==> config.mk <==
export PLATFORM = sky130hd
export DESIGN_NAME = if_prefetch_stage
export DESIGN_NICKNAME = d
export VERILOG_FILES = /design/src/rtl/if_prefetch_stage.sv
export SDC_FILE = /design/constraint.sdc
export NUM_CORES = 1
export LEC_CHECK = 0
export BUFFER_PORTS_ARGS = -buffer_cell sky130_fd_sc_hd__buf_2
export CAP_MARGIN = 20
export CORE_MARGIN = 5
export CORE_UTILIZATION = 55
export CTS_CLUSTER_SIZE = 30
export DETAILED_ROUTE_END_ITERATION = 16
export GPL_TIMING_DRIVEN = 0
export PLACE_DENSITY_LB_ADDON = 0.08
export SKIP_CTS_REPAIR_TIMING = 1
export SYNTH_ARGS = -nofsm -noshare
export SYNTH_HDL_FRONTEND = slang
export SYNTH_SLANG_ARGS = --single-unit
==> constraint.sdc <==
create_clock -name clk -period 8.8 [get_ports clk]
set_input_delay 1.32 -clock clk [delete_from_list [all_inputs] [get_ports clk]]
set_output_delay 1.32 -clock clk [all_outputs]
set_load 0.01 [all_outputs]
==> src/rtl/if_prefetch_stage.sv <==
// if_prefetch_stage: instruction fetch stage with a prefetch FIFO.
// Issues in-order fetch requests ahead of decode, buffers the responses in a
// FIFO_DEPTH-entry FIFO, and feeds the IF/ID register. Redirects (interrupt >
// exception > branch/jump/jr) flush the FIFO and discard in-flight responses.
// Optional feature: define IF_PREFETCH_BYPASS_EN to let a response go straight
// into IF/ID when the FIFO is empty and decode is ready (one cycle earlier).
module if_prefetch_stage #(
  parameter int          ADDR_W     = 32,
  parameter int          FIFO_DEPTH = 4,
  parameter logic [31:0] RESET_VEC  = 32'h8000_0000,
  parameter logic [31:0] IRQ_VEC    = 32'h8000_0004,
  parameter logic [31:0] EXC_VEC    = 32'h8000_0008
) (
  input  logic                          clk,
  input  logic                          rst,
  output logic                          imem_req,
  output logic [ADDR_W-1:0]             imem_addr,
  input  logic                          imem_valid,
  input  logic [31:0]                   imem_rdata,
  input  logic                          id_ready,
  input  logic [2:0]                    select_PC_next,
  input  logic [ADDR_W-1:0]             branch_target,
  input  logic [ADDR_W-1:0]             jump_target,
  input  logic [ADDR_W-1:0]             jr_target,
  input  logic [1:0]                    status,
  output logic                          if_id_valid,
  output logic [ADDR_W-1:0]             if_id_pc_plus4,
  output logic [31:0]                   if_id_instr,
  output logic [$clog2(FIFO_DEPTH):0]   fifo_count
);

  localparam int PTR_W = $clog2(FIFO_DEPTH);
  localparam int CNT_W = PTR_W + 1;

  // Sequential increment that keeps the kernel bit and wraps the low bits.
  function automatic logic [ADDR_W-1:0] inc_pc(input logic [ADDR_W-1:0] a);
    return {a[ADDR_W-1], a[ADDR_W-2:0] + (ADDR_W-1)'(4)};
  endfunction

  logic [ADDR_W-1:0] pc;
  logic [ADDR_W-1:0] resp_pc;
  logic [CNT_W-1:0]  count;
  logic [CNT_W-1:0]  outstanding;
  logic [CNT_W-1:0]  drop_cnt;
  logic [PTR_W-1:0]  wr_ptr;
  logic [PTR_W-1:0]  rd_ptr;
  logic [ADDR_W-1:0] fifo_pc4   [FIFO_DEPTH];
  logic [31:0]       fifo_instr [FIFO_DEPTH];

  logic              redirect;
  logic [ADDR_W-1:0] redirect_pc;
  logic [CNT_W:0]    occupancy;
  logic              issue;
  logic              resp_drop;
  logic              resp_keep;
  logic              pop;
  logic              push;
  logic              bypass;
  logic [ADDR_W-1:0] resp_pc4;

  assign redirect  = (status != '0) || (select_PC_next != '0);
  assign occupancy = {1'b0, count} + {1'b0, outstanding};
  assign issue     = !rst && !redirect && (occupancy < (CNT_W+1)'(FIFO_DEPTH));
  assign resp_drop = imem_valid && (drop_cnt != '0);
  // Responses landing in a redirect cycle belong to the old stream.
  assign resp_keep = imem_valid && (drop_cnt == '0) && !redirect;
  assign pop       = !redirect && id_ready && (count != '0);
  assign resp_pc4  = inc_pc(resp_pc);

`ifdef IF_PREFETCH_BYPASS_EN
  assign bypass = resp_keep && id_ready && (count == '0);
`else
  assign bypass = 1'b0;
`endif
  assign push = resp_keep && !bypass;

  assign imem_req   = issue;
  assign imem_addr  = pc;
  assign fifo_count = count;

  // Redirect target selection: interrupt, then exception, then control flow.
  always_comb begin
    redirect_pc = '1;
    case (status)
      2'b10:   redirect_pc = ADDR_W'(IRQ_VEC);
      2'b01:   redirect_pc = ADDR_W'(EXC_VEC);
      2'b11:   redirect_pc = '1;
      default: begin
        case (select_PC_next)
          3'b100:  redirect_pc = branch_target;
          3'b010:  redirect_pc = jump_target;
          3'b001:  redirect_pc = jr_target;
          default: redirect_pc = '1;
        endcase
      end
    endcase
  end

  // Fetch PC and the address of the next expected (non-dropped) response.
  always_ff @(posedge clk or posedge rst) begin
    if (rst) begin
      pc      <= ADDR_W'(RESET_VEC);
      resp_pc <= ADDR_W'(RESET_VEC);
    end else if (redirect) begin
      pc      <= redirect_pc;
      resp_pc <= redirect_pc;
    end else begin
      if (issue)     pc      <= inc_pc(pc);
      if (resp_keep) resp_pc <= resp_pc4;
    end
  end

  // In-flight request tracking and stale-response drop counter.
  always_ff @(posedge clk or posedge rst) begin
    if (rst) begin
      outstanding <= '0;
      drop_cnt    <= '0;
    end else begin
      outstanding <= outstanding + CNT_W'(issue) - CNT_W'(imem_valid);
      if (redirect)       drop_cnt <= outstanding - CNT_W'(imem_valid);
      else if (resp_drop) drop_cnt <= drop_cnt - CNT_W'(1);
    end
  end

  // FIFO occupancy and pointers; a redirect empties the FIFO.
  always_ff @(posedge clk or posedge rst) begin
    if (rst) begin
      count  <= '0;
      wr_ptr <= '0;
      rd_ptr <= '0;
    end else if (redirect) begin
      count  <= '0;
      wr_ptr <= '0;
      rd_ptr <= '0;
    end else begin
      count  <= count + CNT_W'(push) - CNT_W'(pop);
      wr_ptr <= wr_ptr + PTR_W'(push);
      rd_ptr <= rd_ptr + PTR_W'(pop);
    end
  end

  // FIFO storage: each entry holds the instruction and its PC+4.
  always_ff @(posedge clk) begin
    if (push) begin
      fifo_pc4[wr_ptr]   <= resp_pc4;
      fifo_instr[wr_ptr] <= imem_rdata;
    end
  end

  // IF/ID register: bubble on redirect, load or bubble when ID is ready.
  always_ff @(posedge clk or posedge rst) begin
    if (rst) begin
      if_id_valid    <= 1'b0;
      if_id_pc_plus4 <= '0;
      if_id_instr    <= '0;
    end else if (redirect) begin
      if_id_valid <= 1'b0;
      if_id_instr <= '0;
    end else if (id_ready) begin
      if (pop) begin
        if_id_valid    <= 1'b1;
        if_id_pc_plus4 <= fifo_pc4[rd_ptr];
        if_id_instr    <= fifo_instr[rd_ptr];
      end else if (bypass) begin
        if_id_valid    <= 1'b1;
        if_id_pc_plus4 <= resp_pc4;
        if_id_instr    <= imem_rdata;
      end else begin
        if_id_valid <= 1'b0;
        if_id_instr <= '0;
      end
    end
  end

endmodule

==> flow_summary.ini <==
[synth]
synth_nets = 1357
synthDominantAreaCellType = edfxtp_1
synth_edf_count = 256
syn_area_per_cell_sq_um = 14.31
yosysWarnings = 0
synth_top_cell_area_share_pct = 44.62
synth.yosys.seq_area_share_pct = 64.81
synth_area_sq_um = 17230
synthDistinctLibCells = 72
synth-seq-cells = 395
synth_top_flop_cell = edfxtp_1
synthesized_netlist_cell_count = 1204
async_flop_share_pct = 35.19
netlist_top_cells_area = edfxtp_1 (45%), dfrtp_1 (20%), mux4_2 (8.4%)

[power]
share_clk_of_total_power_pct = 41.0
netSwitchingFraction_pct = 22.99
net-switching-power_w = 0.0009494
power.share.combinational_pct = 8.3
total_power_w = 0.004129
power_frac_seq_pct = 50.7
total_leakage_power_nw = 8.287
max-vdd-ir-drop_mv = 0.1400
internal_power_w = 0.003180
power_density_nw_per_um2 = 201.5

[clock_network]
cts_made_buffers = 41
clock_pin_slew_of_the_registers_on_the_worst_case_setup_and_hold_paths_ps = 60
cts_tree = built
buffer_depth_of_the_longest_clock_path = 3
cts_num_sinks = 395
clk_root_buffer_cell = clkbuf_16
cts.htree.levels = 2
clock_insertion_delay_at_the_later_pin_of_the_skew_report_ps = 520

[setup_path]
worstSetupStartpointType = input port
reg_to_reg_endpoint = fifo_instr[1][21]
criticalPathCategory = in2out
worst_ep_required_time_ps = 7480
ff2ff_path_depth = 10
crit_fanout = 10
r2r_slack_ps = 5730
crit_path_end_kind = output port
timing.rr.start = drop_cnt[0]
crit_path_start = status[1]
worst-endpoint-arrival_ps = 3240

[worst_hold_path]
hold_path_sink = if_id_pc_plus4[22]
timing.hold.worst.class = reg2reg
timing.hold.worst_path_depth = 2
hold_start = if_id_pc_plus4[22]

[timing]
slew-limit-headroom_pct = 42.33
timing_worst_slew_pin_value_ps = 857.9
clock.fmax_mhz = 219.3
slew_viol_final = 0
count_of_final_hold_check_violations = 0
total_neg_setup_slack_ps = 0
final-setup-viol-count = 0
final_period_minus_worst_setup_slack_ps = 4561
period_utilisation_layout_pct = 51.83
unrepaired_setup_endpoints_after_global_routing = false
final.setup.worst_slack_ps = 4239
fin_skew_ps = 11.80

[finish]
layout_common_cells = buf_2 (262), edfxtp_1 (256), nand2_1 (165), dfrtp_1 (138), mux4_2 (64)
final_cell_area_sq_um = 20490
layoutNonFillerInstCount = 1925
mostFrequentLayoutCell = buf_2
nNetsFinal = 1649
area_delta_synth_final_pct = 18.92
nFillCells = 2303
fraction_of_layout_cells_with_a_size_suffix_above_1_pct = 30.24

[placement]
dp_hpwl_um = 29990
placed_cell_area_sq_um = 19150
gp_congestion = 0.9262
placed_cells = 1849
port_buffers = 235
dp_slack_ps = 4134

[route]
viasPerCell = 5.903
vias_after_detailed_routing = 11360
drt.antenna.violating_nets = 0
wire_per_inst_um = 21.55
drt_first_iter_violations = 754
drc_markers = 0
wirelength_um = 41490
highest-signal-layer = met4
wl_met1_um = 17220
met3_length_um = 2838
detailedRoute.firstPassIterationCount = 5
met2_wirelength_um = 20240

[grt]
grt_pass1_vias = 11700
pin_count_of_the_biggest_net_entering_global_routing = 84
grt_pass1_wl_um = 65740
grt_antenna_before_repair = 0
globalRoute.totalOverflow = 0
grt_use_total_pct = 23.60

[floorplanning]
floorplan.die_area_sq_um = 34970
coreArea_sq_um = 30750
die_width_um = 187.0
die-height_um = 187.0
floorplan.io_pins = 238
std_cell_rows = 64
initial_core_util_pct = 56.03

[outcome]
status = complete, no violations

[flow_run]
maxCapViolCount = 0
[power by group through the flow]
stage | clock network, W | registers, W | logic, W
2_1_floorplan | 0 | 0.00212 | 0.000206
3_3_place_gp | 0 | 0.00213 | 0.000329
3_5_place_dp | 0 | 0.00213 | 0.000341
4_1_cts | 0.00172 | 0.00209 | 0.000345
5_1_grt | 0.00181 | 0.00210 | 0.000379
6_report | 0.00169 | 0.00209 | 0.000343
[worst max-delay path, stage by stage]
cell      delay, ps
buf_2           130
nor2_1          590
nand2_1         150
clkbuf_1        300
clkbuf_1        350
nor2_1          230
buf_2           160
[routing by layer]
layer | track usage [%] | up-vias
met2 | 39.24 | 442
met1 | 31.83 | 5608
met3 | 4.591 | 76
met5 | 0 | -
met4 | 7.622 | 0
li1 | - | 5238
[final cells by class]
| type | instances | area [sq um] | area share, % |
|---|---|---|---|
| antenna | 1 | 2.502 | 0.01221 |
| clock inverter | 17 | 146.4 | 0.7144 |
| tap | 396 | 495.5 | 2.418 |
| timing repair buffer | 249 | 1394 | 6.802 |
| multi-input combinational | 713 | 5618 | 27.42 |
| buffer | 75 | 391.6 | 1.911 |
| sequential | 395 | 11170 | 54.50 |
| inverter | 21 | 83.83 | 0.4091 |
| clock buffer | 58 | 1192 | 5.819 |
[cell families (layout without fill, tap and decap cells)]
kind of cell / after synthesis / after routing / synth area share, %
AOI/OAI and AO/OA: 250 / 250 / 10.26
muxes: 65 / 65 / 8.431
and+or+nand+nor: 332 / 332 / 9.978
xor gates and xnor gates: 50 / 50 / 2.542
other: 0 / 1 / 0
buffers and inverters: 96 / 420 / 2.730
adders and majority gates: 16 / 16 / 1.249
DFF: 395 / 395 / 64.81
[metrics by stage]
stage / hold slack, ps / utilization (%)
2_1_floorplan: 487.7 / -
6_report: 466.1 / 66.64
3_3_place_gp: 454.6 / 61.47
5_1_grt: 485.5 / 66.63
3_5_place_dp: 457.7 / 62.28
4_1_cts: 472.6 / 66.63
[flip-flops by register name, indices dropped and copies added, names as in the netlist]
register        cells
outstanding         3
rd_ptr              2
drop_cnt            3
imem_addr          31
wr_ptr              2
resp_pc            30
if_id_instr        32
fifo_pc4          128
fifo_count          3
if_id_valid         1
fifo_instr        128
if_id_pc_plus4     32
[how the worst max path moves through the flow]
stage / endpoint / slack [ps]
2_1_floorplan: fifo_instr[0][0] / 1630
3_3_place_gp: fifo_instr[0][26] / -2560
3_5_place_dp: fifo_instr[1][22] / 4130
4_1_cts: imem_req / 4260
5_1_grt: imem_req / 4170
6_report: imem_req / 4240
[cells in the mapped netlist, types with 12 or more instances]
cell type	instances
o21ai_0	55
xor2_1	22
nor4bb_1	13
o22a_1	13
nor3_1	12
nand3_1	25
inv_1	20
nand4_1	15
nor2_1	36
a31oi_1	39
dfrtp_1	138
and4_1	12
xnor2_1	28
o21a_1	17
a22o_1	32
buf_2	27
a21oi_1	32
buf_4	16
clkbuf_1	29
ha_1	14
and3_1	16
mux4_2	64
nand2_1	165
edfxtp_1	256
Note: power is estimated with default switching activity, not from simulation.
